===== src/rtl/skewed_input_buffer_pkg.sv =====
// Shared configuration for the skewed input buffer.
// Holds array geometry and the streaming FSM state type.
package Config;

  localparam int sys_rows           = 4;
  localparam int A_BITWIDTH         = 8;
  localparam int input_buffer_depth = 8;

  typedef enum logic [1:0] {
    IDLE   = 2'd0,
    STREAM = 2'd1,
    DRAIN  = 2'd2
  } state_e;

endpackage


===== src/rtl/skewed_input_buffer_lane_fifo.sv =====
// Single-clock per-lane FIFO; reads of an empty lane return zero.
// INBUF_REPLAY_EN adds a read-pointer mark/restore for tile replay.
module lane_fifo
  import Config::*;
#(
  parameter int DWIDTH = A_BITWIDTH,
  parameter int DEPTH  = input_buffer_depth
) (
  input  logic              clk,
  input  logic              rst,
  input  logic              wr_en,
  input  logic [DWIDTH-1:0] wr_data,
  input  logic              rd_en,
`ifdef INBUF_REPLAY_EN
  input  logic              mark,
  input  logic              restore,
`endif
  output logic [DWIDTH-1:0] rd_data,
  output logic              full,
  output logic              empty,
  output logic              overflow,
  output logic              underflow
);

  localparam int AW = $clog2(DEPTH);

  logic [DWIDTH-1:0] mem_q [DEPTH];
  logic [AW:0]       wptr_q, wptr_d;
  logic [AW:0]       rptr_q, rptr_d;
  logic [DWIDTH-1:0] rd_data_q, rd_data_d;
  logic              do_rd, do_wr, pop_ok;

  assign empty = (wptr_q == rptr_q);
  assign full  = (wptr_q[AW] != rptr_q[AW]) &&
                 (wptr_q[AW-1:0] == rptr_q[AW-1:0]);

  assign do_rd = rd_en & ~empty;

`ifdef INBUF_REPLAY_EN
  logic [AW:0] mark_q, mark_d;

  // A restoring read frees no slot, so it cannot absorb a full write.
  assign pop_ok = do_rd & ~restore;
`else
  assign pop_ok = do_rd;
`endif

  assign do_wr     = wr_en & (~full | pop_ok);
  assign overflow  = wr_en & ~do_wr;
  assign underflow = rd_en & empty;
  assign rd_data   = rd_data_q;

  always_comb begin
    wptr_d    = wptr_q + (AW+1)'(do_wr);
    rptr_d    = rptr_q + (AW+1)'(do_rd);
    rd_data_d = do_rd ? mem_q[rptr_q[AW-1:0]] : '0;
`ifdef INBUF_REPLAY_EN
    mark_d = mark ? rptr_q : mark_q;
    if (restore) rptr_d = mark_q;
`endif
  end

  always_ff @(posedge clk or posedge rst) begin
    if (rst) begin
      wptr_q    <= '0;
      rptr_q    <= '0;
      rd_data_q <= '0;
`ifdef INBUF_REPLAY_EN
      mark_q    <= '0;
`endif
    end else begin
      wptr_q    <= wptr_d;
      rptr_q    <= rptr_d;
      rd_data_q <= rd_data_d;
`ifdef INBUF_REPLAY_EN
      mark_q    <= mark_d;
`endif
    end
  end

  always_ff @(posedge clk) begin
    if (do_wr) mem_q[wptr_q[AW-1:0]] <= wr_data;
  end

endmodule


===== src/rtl/skewed_input_buffer.sv =====
// Per-lane input buffers streamed into a systolic array with row skew.
// Optional INBUF_REPLAY_EN adds a replay port to re-stream a tile.
module skewed_input_buffer
  import Config::*;
#(
  parameter int ROWS   = sys_rows,
  parameter int DWIDTH = A_BITWIDTH,
  parameter int DEPTH  = input_buffer_depth
) (
  input  logic                          clk,
  input  logic                          rst,
  input  logic [ROWS-1:0]               wr_en,
  input  logic [ROWS-1:0][DWIDTH-1:0]   wr_data,
  input  logic                          start,
  input  logic [$clog2(DEPTH+1)-1:0]    len,
`ifdef INBUF_REPLAY_EN
  input  logic                          replay,
`endif
  output logic                          busy,
  output logic                          done,
  output logic [ROWS-1:0]               o_valid,
  output logic [ROWS-1:0][DWIDTH-1:0]   o_data,
  output logic [ROWS-1:0]               full,
  output logic [ROWS-1:0]               empty,
  output logic                          err
);

  localparam int LW = $clog2(DEPTH+1);
  localparam int CW = $clog2(DEPTH+ROWS+1);

  state_e          state_q, state_d;
  logic [CW-1:0]   cnt_q, cnt_d;
  logic [LW-1:0]   len_q, len_d;
  logic [ROWS-2:0] skew_q, skew_d;
  logic [ROWS-1:0] o_valid_q, o_valid_d;
  logic            busy_q, busy_d;
  logic            done_q, done_d;
  logic            err_q, err_d;
  logic            accept, last0;
  logic [ROWS-1:0] rd_en, ovf, udf;

  assign accept = start & ~busy_q & (len != '0);
  assign last0  = (state_q == STREAM) &&
                  (cnt_q == CW'(len_q) - CW'(1));

  // Lane 0 reads during STREAM; each further lane trails by a cycle.
  assign rd_en  = {skew_q, state_q == STREAM};
  assign skew_d = rd_en[ROWS-2:0];

  always_comb begin
    state_d = state_q;
    cnt_d   = cnt_q;
    len_d   = len_q;
    unique case (state_q)
      IDLE: begin
        if (accept) begin
          state_d = STREAM;
          cnt_d   = '0;
          len_d   = len;
        end
      end
      STREAM: begin
        cnt_d = cnt_q + CW'(1);
        if (last0) begin
          state_d = DRAIN;
          cnt_d   = '0;
        end
      end
      DRAIN: begin
        cnt_d = cnt_q + CW'(1);
        if (cnt_q == CW'(ROWS-2)) begin
          state_d = IDLE;
          cnt_d   = '0;
        end
      end
      default: state_d = IDLE;
    endcase
  end

  always_comb begin
    done_d    = (state_q == DRAIN) && (cnt_q == CW'(ROWS-2));
    busy_d    = accept | (busy_q & ~done_q);
    err_d     = err_q | (|ovf) | (|udf);
    o_valid_d = rd_en;
  end

`ifdef INBUF_REPLAY_EN
  logic            replay_q, replay_d;
  logic [ROWS-2:0] last_q, last_d;
  logic [ROWS-1:0] lastv, restore;

  assign lastv    = {last_q, last0};
  assign last_d   = lastv[ROWS-2:0];
  assign restore  = replay_q ? lastv : '0;
  assign replay_d = accept ? replay : replay_q;

  always_ff @(posedge clk or posedge rst) begin
    if (rst) begin
      replay_q <= 1'b0;
      last_q   <= '0;
    end else begin
      replay_q <= replay_d;
      last_q   <= last_d;
    end
  end
`endif

  always_ff @(posedge clk or posedge rst) begin
    if (rst) begin
      state_q   <= IDLE;
      cnt_q     <= '0;
      len_q     <= '0;
      skew_q    <= '0;
      o_valid_q <= '0;
      busy_q    <= 1'b0;
      done_q    <= 1'b0;
      err_q     <= 1'b0;
    end else begin
      state_q   <= state_d;
      cnt_q     <= cnt_d;
      len_q     <= len_d;
      skew_q    <= skew_d;
      o_valid_q <= o_valid_d;
      busy_q    <= busy_d;
      done_q    <= done_d;
      err_q     <= err_d;
    end
  end

  for (genvar i = 0; i < ROWS; i++) begin : g_lane
    lane_fifo #(
      .DWIDTH(DWIDTH),
      .DEPTH (DEPTH)
    ) u_fifo (
      .clk      (clk),
      .rst      (rst),
      .wr_en    (wr_en[i]),
      .wr_data  (wr_data[i]),
      .rd_en    (rd_en[i]),
`ifdef INBUF_REPLAY_EN
      .mark     (accept),
      .restore  (restore[i]),
`endif
      .rd_data  (o_data[i]),
      .full     (full[i]),
      .empty    (empty[i]),
      .overflow (ovf[i]),
      .underflow(udf[i])
    );
  end

  assign busy    = busy_q;
  assign done    = done_q;
  assign o_valid = o_valid_q;
  assign err     = err_q;

endmodule


===== config.mk =====
export PLATFORM = sky130hd
export DESIGN_NAME = skewed_input_buffer
export DESIGN_NICKNAME = d
export VERILOG_FILES = /design/src/rtl/skewed_input_buffer_pkg.sv /design/src/rtl/skewed_input_buffer_lane_fifo.sv /design/src/rtl/skewed_input_buffer.sv
export SDC_FILE = /design/constraint.sdc
export NUM_CORES = 1
export LEC_CHECK = 0
export BUFFER_PORTS_ARGS = -buffer_cell sky130_fd_sc_hd__buf_2
export CORE_MARGIN = 2
export CORE_UTILIZATION = 40
export CTS_BUF_LIST = sky130_fd_sc_hd__clkbuf_4 sky130_fd_sc_hd__clkbuf_8 sky130_fd_sc_hd__clkbuf_16
export CTS_CLUSTER_SIZE = 25
export DETAILED_ROUTE_END_ITERATION = 6
export HOLD_SLACK_MARGIN = 0.06
export PLACE_DENSITY = 0.63
export SLEW_MARGIN = 10
export SYNTH_ARGS = -nofsm -noshare
export SYNTH_HDL_FRONTEND = slang
export SYNTH_SLANG_ARGS = --single-unit

===== constraint.sdc =====
create_clock -name clk -period 3.2 [get_ports clk]
set_input_delay 0.64 -clock clk [delete_from_list [all_inputs] [get_ports clk]]
set_output_delay 0.64 -clock clk [all_outputs]
set_load 0.02 [all_outputs]

# Word level (Yosys, flattened, before mapping)

Memory sizes are Yosys's and may differ from the RTL's.
Index checks and enable logic that the tools add are counted.

Bits in registers: 84
Bits in writable memories: 256
Input port bits: 43
Output and inout bits: 47
Logic and storage cells: 127
Memories: 4

Add/subtract/negate cells: 10
Equal/unequal tests: 19
Multiplexer cells: 20
Bitwise logic cells: 40
Reductions and logical operators: 14

Memory list:

| name                   | depth | bits a word | rd ports | clocked after memory_dff | wr ports | line                                | text |
|---|---|---|---|---|---|---|---|
| g_lane[0].u_fifo.mem_q | 8     | 8           | 1        | 0                        | 1        | skewed_input_buffer_lane_fifo.sv:27 | `logic [DWIDTH-1:0] mem_q [DEPTH];` |
| g_lane[1].u_fifo.mem_q | 8     | 8           | 1        | 0                        | 1        | skewed_input_buffer_lane_fifo.sv:27 |  |
| g_lane[2].u_fifo.mem_q | 8     | 8           | 1        | 0                        | 1        | skewed_input_buffer_lane_fifo.sv:27 |  |
| g_lane[3].u_fifo.mem_q | 8     | 8           | 1        | 0                        | 1        | skewed_input_buffer_lane_fifo.sv:27 |  |

Operator list:

| operator                                         | number |
|---|---|
| adder 4 x 1 -> 4 bit                             | 8 |
| 2-to-1 mux 8 bit                                 | 4 |
| == test 4 bit                                    | 5 |
| bitwise AND 1 bit                                | 19 |
| NOT 1 bit                                        | 14 |
| == test 3 bit                                    | 4 |
| 2-to-1 mux 4 bit                                 | 3 |
| one-hot mux 4 bit (3 select lines)               | 1 |
| 2-to-1 mux 1 bit                                 | 8 |
| OR reduction 4 bit                               | 2 |
| bitwise OR 1 bit                                 | 7 |
| logical AND 1 bit                                | 6 |
| 2-to-1 mux 2 bit                                 | 3 |
| inequality test 2 bit, second input constant     | 3 |
| one-hot mux 2 bit (3 select lines)               | 1 |
| adder 4 x 1 -> 4 bit, second input constant      | 1 |
| == test 4 x 2 -> 1 bit, second input constant    | 1 |
| inequality test 1 bit                            | 4 |
| AND reduction 2 bit                              | 2 |
| nonzero test 4 bit                               | 1 |
| subtractor 4 x 1 -> 4 bit, second input constant | 1 |
| AND reduction 3 bit                              | 1 |
| nonzero test 3 bit                               | 1 |
| == test 2 x 1 -> 1 bit, second input constant    | 1 |
| 2 further kinds                                  | 2 |

# Longest topological paths before layout

Gate-level depths: netlist of the first run.

Depth in word-level cells: 10
Depth in mapped cells: 9
Gate-level depth less buffers: 7

# By module

A second synthesis of the first run with hierarchy kept.

Cell total of the unflattened synthesis: 741
Area, all modules: 13845.8 um2

Modules (own cells, without submodules):

| module              | instances | cells each | area an instance (um2) | seq. area each (um2) |
|---|---|---|---|---|
| lane_fifo           | 4         | 164        | 3228.1                 | 2322.2 |
| skewed_input_buffer | 1         | 85         | 933.4                  | 425.4 |

# Worst setup path after synthesis of the first run

Ideal clock, no wire load.

Kind: reg-to-reg
Start point: register g_lane[2].u_fifo.rptr_q[1]
End point: register g_lane[2].u_fifo.wptr_q[2]
Library setup time: 0.124 ns
Data arrival time: 1.988 ns
Required time: 3.076 ns
Path slack: 1.087 ns
Stages on the path, launching flop included: 8
Buffers on the path: 1
Clock period less this slack: 2.113 ns
Path through: dfrtp_1 -> buf_6 -> xor2_1 -> or4b_4 -> o21a_4 -> ha_1 -> ha_1 -> xor2_1

Cells in the longest elaborated chain, start to end: 6
Elaborated cells between the ends (all ways): 9
Those cells by class: 1 x add/sub; 2 x eq/ne; 5 x bitwise; 1 x reduce/logical

RTL lines:

| element                                               | line                                                                     | text |
|---|---|---|
| start: declaration                                    | skewed_input_buffer_lane_fifo.sv:29                                      | `logic [AW:0] rptr_q, rptr_d;` |
| start signal: assignment                              | skewed_input_buffer_lane_fifo.sv:73                                      | `rptr_q <= rptr_d;` |
| == test 4 bit / == test 3 bit (equally long branches) | skewed_input_buffer_lane_fifo.sv:33, skewed_input_buffer_lane_fifo.sv:35 |  |
| NOT 1 bit / logical AND 1 bit (equally long branches) | skewed_input_buffer_lane_fifo.sv:37, skewed_input_buffer_lane_fifo.sv:34 |  |
| bitwise AND 1 bit / NOT 1 bit (equally long branches) | skewed_input_buffer_lane_fifo.sv:37, skewed_input_buffer_lane_fifo.sv:48 |  |
| bitwise OR 1 bit *                                    | skewed_input_buffer_lane_fifo.sv:48                                      | `assign do_wr = wr_en & (~full \| pop_ok);` |
| bitwise AND 1 bit *                                   | skewed_input_buffer_lane_fifo.sv:48                                      |  |
| adder 4 x 1 -> 4 bit *                                | skewed_input_buffer_lane_fifo.sv:54                                      | `wptr_d = wptr_q + (AW+1)'(do_wr);` |
| via g_lane[2].u_fifo.wptr_d[2]                        | skewed_input_buffer_lane_fifo.sv:28                                      | `logic [AW:0] wptr_q, wptr_d;` |
| end signal: assignment                                | skewed_input_buffer_lane_fifo.sv:72                                      | `wptr_q <= wptr_d;` |
| end: declaration                                      | skewed_input_buffer_lane_fifo.sv:28                                      |  |

The timed path passes the listed nets; every way through them passes the cells marked *.
A chain may end at the register's enable or synchronous reset.

# Worst setup path in the final report of the first run

Start point: register g_lane[1].u_fifo.wptr_q[1]
End point: output port full[1]

Cells in the longest elaborated chain, start to end: 2

RTL lines:

| element                  | line                                | text |
|---|---|---|
| start: declaration       | skewed_input_buffer_lane_fifo.sv:28 |  |
| start signal: assignment | skewed_input_buffer_lane_fifo.sv:72 |  |
| == test 3 bit            | skewed_input_buffer_lane_fifo.sv:35 | `(wptr_q[AW-1:0] == rptr_q[AW-1:0]);` |
| logical AND 1 bit        | skewed_input_buffer_lane_fifo.sv:34 | `assign full = (wptr_q[AW] != rptr_q[AW]) &&` |
| end: declaration         | skewed_input_buffer.sv:23           | `output logic [ROWS-1:0] full,` |

Every way passes these cells.

==> results of run 1 <==
## where the power goes
| part | internal [mW] | total (mW) | switching [mW] |
|---|---|---|---|
| Sequential | 5.34 | 5.60 | 0.260 |
| Clock | 2.47 | 4.06 | 1.59 |
| Combinational | 0.485 | 1.22 | 0.739 |
## cells in the mapped netlist (all sizes together) (2+ instances only)
library cell / instances
edfxtp: 256
dfrtp: 81
mux4: 64
nor2: 61
buf: 35
mux2i: 33
ha: 23
xor2: 23
inv: 18
nand2: 16
nand2b: 15
xnor2: 14
nand3: 13
nor3: 9
mux2: 4
a21o: 3
a21oi: 3
clkbuf: 3
nor4: 3
o21a: 3
o21ai: 3
o31ai: 3
or4b: 3
nand3b: 2
## worst max-delay path by stage
stage	end	slack (ns)
after floorplan	busy	0.48
after global placement	g_lane[1].u_fifo.mem_q[0][5]	0.95
after detailed placement	g_lane[1].u_fifo.mem_q[0][1]	0.80
after CTS	full[1]	0.53
after global routing	full[1]	0.47
final	full[1]	0.55
## kinds of logic (layout without fill, tap and decap cells)
| kind of cell | after synthesis | after routing |
|---|---|---|
| compound gates | 23 | 23 |
| xor+xnor | 38 | 38 |
| fa+ha+maj | 23 | 23 |
| buf+inv | 56 | 210 |
| flops | 337 | 337 |
| mux | 101 | 101 |
| other cells | 0 | 1 |
| simple gates | 127 | 127 |
## per-layer routing
metal / share of wire, % / vias to the layer above / wire length [µm] / GRT usage [%]
li1: - / 2960 / - / -
met1: 45 / 3318 / 11200 / 20.4
met2: 49 / 134 / 12400 / 24.6
met3: 4.4 / 38 / 1100 / 2.80
met4: 1.9 / 0 / 465 / 3.69
met5: 0 / - / 0 / 0
## area by class of cell
| class | count | area, µm² |
|---|---|---|
| Antenna cell | 1 | 2.50 |
| Clock buffer | 46 | 1010 |
| Clock inverter | 17 | 155 |
| Fill cell | 2819 | 17100 |
| Inverter | 18 | 70.1 |
| Multi-Input combinational cell | 312 | 3300 |
| Sequential cell | 337 | 9710 |
| Tap cell | 442 | 553 |
| Timing Repair Buffer | 129 | 758 |
## state kept, by name, summed over array words and instances (netlist names)
| register | count |
|---|---|
| g_lane.u_fifo.mem_q | 256 |
| g_lane.u_fifo.rd_data | 32 |
| g_lane.u_fifo.rptr_q | 16 |
| g_lane.u_fifo.wptr_q | 16 |
| cnt_q | 4 |
| len_q | 4 |
| o_valid | 4 |
| state_q | 2 |
| busy | 1 |
| done | 1 |
| err | 1 |
==> impl_metrics.tcl, run 1 <==
set metrics [dict create \
    outcome "complete, no violations" \
    worstHoldPathType "in -> async" \
    ys_top_cells_by_area "edfxtp_1, dfrtp_1, mux4_2" \
    post_drt_wl_per_cell_um 19.3 \
    synth_mux_area_share_pct 13.6 \
    cts_buffers 36 \
    die_area_um2 34800 \
    syn_avg_cell_area_um2 18.9 \
    synth-seq-cells 337 \
    via_per_inst 4.95 \
    synthArstFlopShare_pct 24.0 \
    die_w_um 187 \
    path_max_fanout 8 \
    final_core_util_pct 47.6 \
    yosys_warnings 0 \
    finalClockSkew_ns 0.0156 \
    worst_pin_slew_ns 1.13 \
    grt_first_pass_wirelength_mm 40.1 \
    final_cell_mix "edfxtp_1, buf_2, dfrtp_1" \
    layout.nets 900 \
    setup_ws_ns 0.547 \
    worstRegToRegCells 6 \
    dp_cells 1238 \
    grt_max_degree 47 \
    synth_top_cell_by_area "edfxtp_1" \
    drtIter0Drc 388 \
    synth-compound-area-share_pct 1.54 \
    vias 6450 \
    final_antenna_net_count 0 \
    setup_tns_ns 0 \
    cp.depth 4 \
    rsz0062_at_grt "no" \
    io_pins 90 \
    overflow 0 \
    ys_types 46 \
    slew_viol_final 0 \
    cellPowerDensity_nw_per_um2 699 \
    routed_wl_mm 25.1 \
    synth_top_family_by_area "multiplexers" \
    yosys_most_used_dff "edfxtp_1" \
    grt_antenna_before_repair 1 \
    timing.hold.ws_ns 0.184 \
    grt_pass1_vias 6980 \
    yosysSeqAreaShare_pct 72.9 \
    portBuffers 89 \
    finalPower_mw 10.9 \
    path_delay_family "simple AND/OR/NAND/NOR gates" \
    synth_edf_count 256 \
    setup_violations 0 \
    synth_adder_area_share_pct 2.16 \
    critPathKind "reg -> out" \
    ir_drop_uv 421 \
    cts_tree "built" \
    hpwl_mm 16.2 \
    slew_headroom_pct 23.9 \
    ff2ff_setup_slack_ns 0.83 \
    fin_cells 1302 \
    critPathMaxStageDelay_ns 0.58 \
    worst_ep_arrival_time_ns 2.01 \
    place_area_um2 14400 \
    crit_slowest_cell "or4b_4" \
    clk_pin_slew_ns 0.06 \
    worst-path-buf-inv 2 \
    final_area_um2 15600 \
    cp.required_ns 2.56 \
    routabilityCongestion 0.736 \
    netlist_instances 705 \
    reg2reg_from "state_q[1]" \
    syn_area_um2 13300 \
    yosys.area_share.simple_pct 4.82 \
    yosysTopAreaCellShare_pct 57.7 \
    syn-num-nets 771 \
    post_cts_resized 0 \
    crit_chain "xor2_1 > or4b_4 > inv_1 > buf_2" \
    std_cell_rows 66 \
    cts_setup_buffers 0 \
    drc_errors 0 \
    cts_root_buf "clkbuf_16" \
    syn_to_final_growth_pct 16.8 \
    worst_r2r_endpoint "g_lane[0].u_fifo.mem_q[0][6]" \
    period_share_pct 82.9 \
    post-place-ws_ns 0.805 \
    cts_max_path_buffers 3 \
    mostFrequentLayoutCell "edfxtp_1" \
    cap_violations 0 \
    synthXorXnorAreaFrac_pct 2.61 \
    fmax_ghz 0.377 \
    grt_usage_pct 14.8 \
    htreeDepth 2 \
    power_leakage_nw 5.83 \
    cts_sinks 337 \
    startpoint_type "flip-flop" \
    drtPass1Iterations 4 \
    cp-end-kind "output port" \
    core_area_um2 32700 \
    postCtsHoldBufs 0 \
    initial_core_util_pct 40.7 \
    insertion_delay_ns 0.50 \
    finalCriticalPeriod_ns 2.65 \
    drive_above_1_share_pct 31.4 \
    finalHoldViolCount 0 \
    die_height_um 187 \
    crit_start "g_lane[1].u_fifo.wptr_q[1]" \
]
Note: power is estimated with default switching activity, not from simulation.
==> run 2: changes to the inputs <==
PLACE_DENSITY = 0.65   (was 0.63)
clock period = 2.4 ns   (was 3.2 ns; I/O delays follow)
==> impl_metrics.tcl, run 2 (synthesized netlist as in run 1, its figures left out) <==
set metrics [dict create \
    cp-end-kind "output port" \
    syn_to_final_growth_pct 18.7 \
    pwr-share-comb_pct 12.8 \
    cap_violations 0 \
    cts_sinks 337 \
    mostFrequentLayoutCell "edfxtp_1" \
    io_pins 90 \
    diodes 0 \
    clk_pin_slew_ns 0.06 \
    post-place-ws_ns 0.202 \
    slew_headroom_pct 40.4 \
    cellPowerDensity_nw_per_um2 953 \
    p_clk_share_pct 38.3 \
    portBuffers 89 \
    period_share_pct 97.6 \
    die_w_um 187 \
    die_area_um2 34800 \
    largest_reg_flops 256 \
    drc_errors 0 \
    routed_wl_mm 24.8 \
    startpoint_type "flip-flop" \
    grt_first_pass_wirelength_mm 39.5 \
    setup_violations 0 \
    cp.required_ns 1.92 \
    grt_antenna_before_repair 2 \
    post_drt_wl_per_cell_um 18.9 \
    insertion_delay_ns 0.51 \
    path_delay_family "simple AND/OR/NAND/NOR gates" \
    final_cell_mix "edfxtp_1, buf_2, dfrtp_1" \
    drive_above_1_share_pct 34.4 \
    cts_tree "built" \
    layout.nets 911 \
    path_max_fanout 5 \
    seq_power_share_pct 48.9 \
    setup_tns_ns 0 \
    critPathKind "reg -> out" \
    overflow 0 \
    drtIter0Drc 369 \
    cts_max_path_buffers 3 \
    power_leakage_nw 5.91 \
    crit_slowest_cell "or4b_4" \
    ir_drop_uv 838 \
    rsz0062_at_grt "no" \
    p_int_mw 11.5 \
    htreeDepth 2 \
    initial_core_util_pct 40.7 \
    setup_ws_ns 0.0587 \
    worst_ep_arrival_time_ns 1.86 \
    cts_buffers 37 \
    finalCriticalPeriod_ns 2.34 \
    cts_root_buf "clkbuf_16" \
    p_sw_share_pct 23.7 \
    worst-path-buf-inv 2 \
    worstHoldPathType "in -> async" \
    switchingPower_mw 3.58 \
    vias 6440 \
    finalHoldViolCount 0 \
    finalClockSkew_ns 0.00821 \
    hpwl_mm 15.6 \
    std_cell_rows 66 \
    crit_chain "xor2_1 > or4b_4 > inv_2 > buf_6" \
    outcome "complete, no violations" \
    die_height_um 187 \
    routabilityCongestion 0.739 \
    via_per_inst 4.89 \
    critPathMaxStageDelay_ns 0.57 \
    drtPass1Iterations 5 \
    final_core_util_pct 48.4 \
    final_antenna_net_count 0 \
    fillers 2745 \
    slew_viol_final 0 \
    grt_usage_pct 14.7 \
    worst_pin_slew_ns 0.890 \
    grt_max_degree 82 \
    core_area_um2 32700 \
    fmax_ghz 0.427 \
    grt_pass1_vias 6807 \
]
-- run 2: worst paths after layout --
kind	startpoint	end	slack, ns	depth (start not counted)
max	g_lane[2].u_fifo.wptr_q[2]	full[2]	0.06	4
min	rst	g_lane[3].u_fifo.rd_data[1]	0.11	3
max reg2reg	g_lane[2].u_fifo.wptr_q[2]	g_lane[2].u_fifo.wptr_q[2]	0.19	7
max in group asynchronous	rst	g_lane[2].u_fifo.wptr_q[1]	1.89	3
min reg2reg	done	busy	0.44	1
min in group clk	len[0]	len_q[0]	0.21	2
-- run 2: repair_timing --
item,CTS,global route
gates resized for setup,10,10
setup buffers,5,8
hold buffers,0,0
setup endpoints to repair,5,6
pin swaps,0,3
-- run 2: layout make-up --
| class | instances | area, µm² | area share (%) |
|---|---|---|---|
| flip-flops and latches | 337 | 9720 | 61.5 |
| repair buffers | 139 | 852 | 5.39 |
| multi-input cells | 312 | 3330 | 21.1 |
| clock inverters | 17 | 171 | 1.08 |
| clock buffers | 51 | 1110 | 7.02 |
| well taps | 442 | 553 | 3.50 |
| inverters | 18 | 71.3 | 0.451 |
-- run 2: worst min-delay path, stage by stage --
cell	delay, ns
buf_2	0.11
clkinvlp_4	0.07
buf_12	0.40
-- run 2: routing by layer --
| metal | up-vias | wire [µm] | GRT usage (%) |
|---|---|---|---|
| met5 | - | 7 | 0 |
| met4 | 2 | 499 | 4.12 |
| met3 | 41 | 984 | 2.56 |
| met1 | 3291 | 11000 | 19.8 |
| met2 | 133 | 12400 | 24.8 |
| li1 | 2973 | - | - |
-- run 2: per-stage QoR --
stage               hold slack [ns]  std cells  total power, mW  instance area, µm²
finish                        0.112       1316             15.1               15800
global route                  0.152       1316             15.7               15800
CTS                           0.117       1308             15.1               15700
detailed placement            0.434       1235             9.23               14400
global placement              0.433       1235             9.17               14400
floorplan                     0.423        705             8.61               13300
-- run 2: power groups by stage --
stage	Combinational, mW	Sequential, mW	Clock [mW]
after floorplan	1.18	7.43	0
after global placement	1.66	7.51	0
after detailed placement	1.69	7.55	0
after CTS	1.82	7.39	5.93
after global routing	2.14	7.43	6.16
final	1.93	7.37	5.78
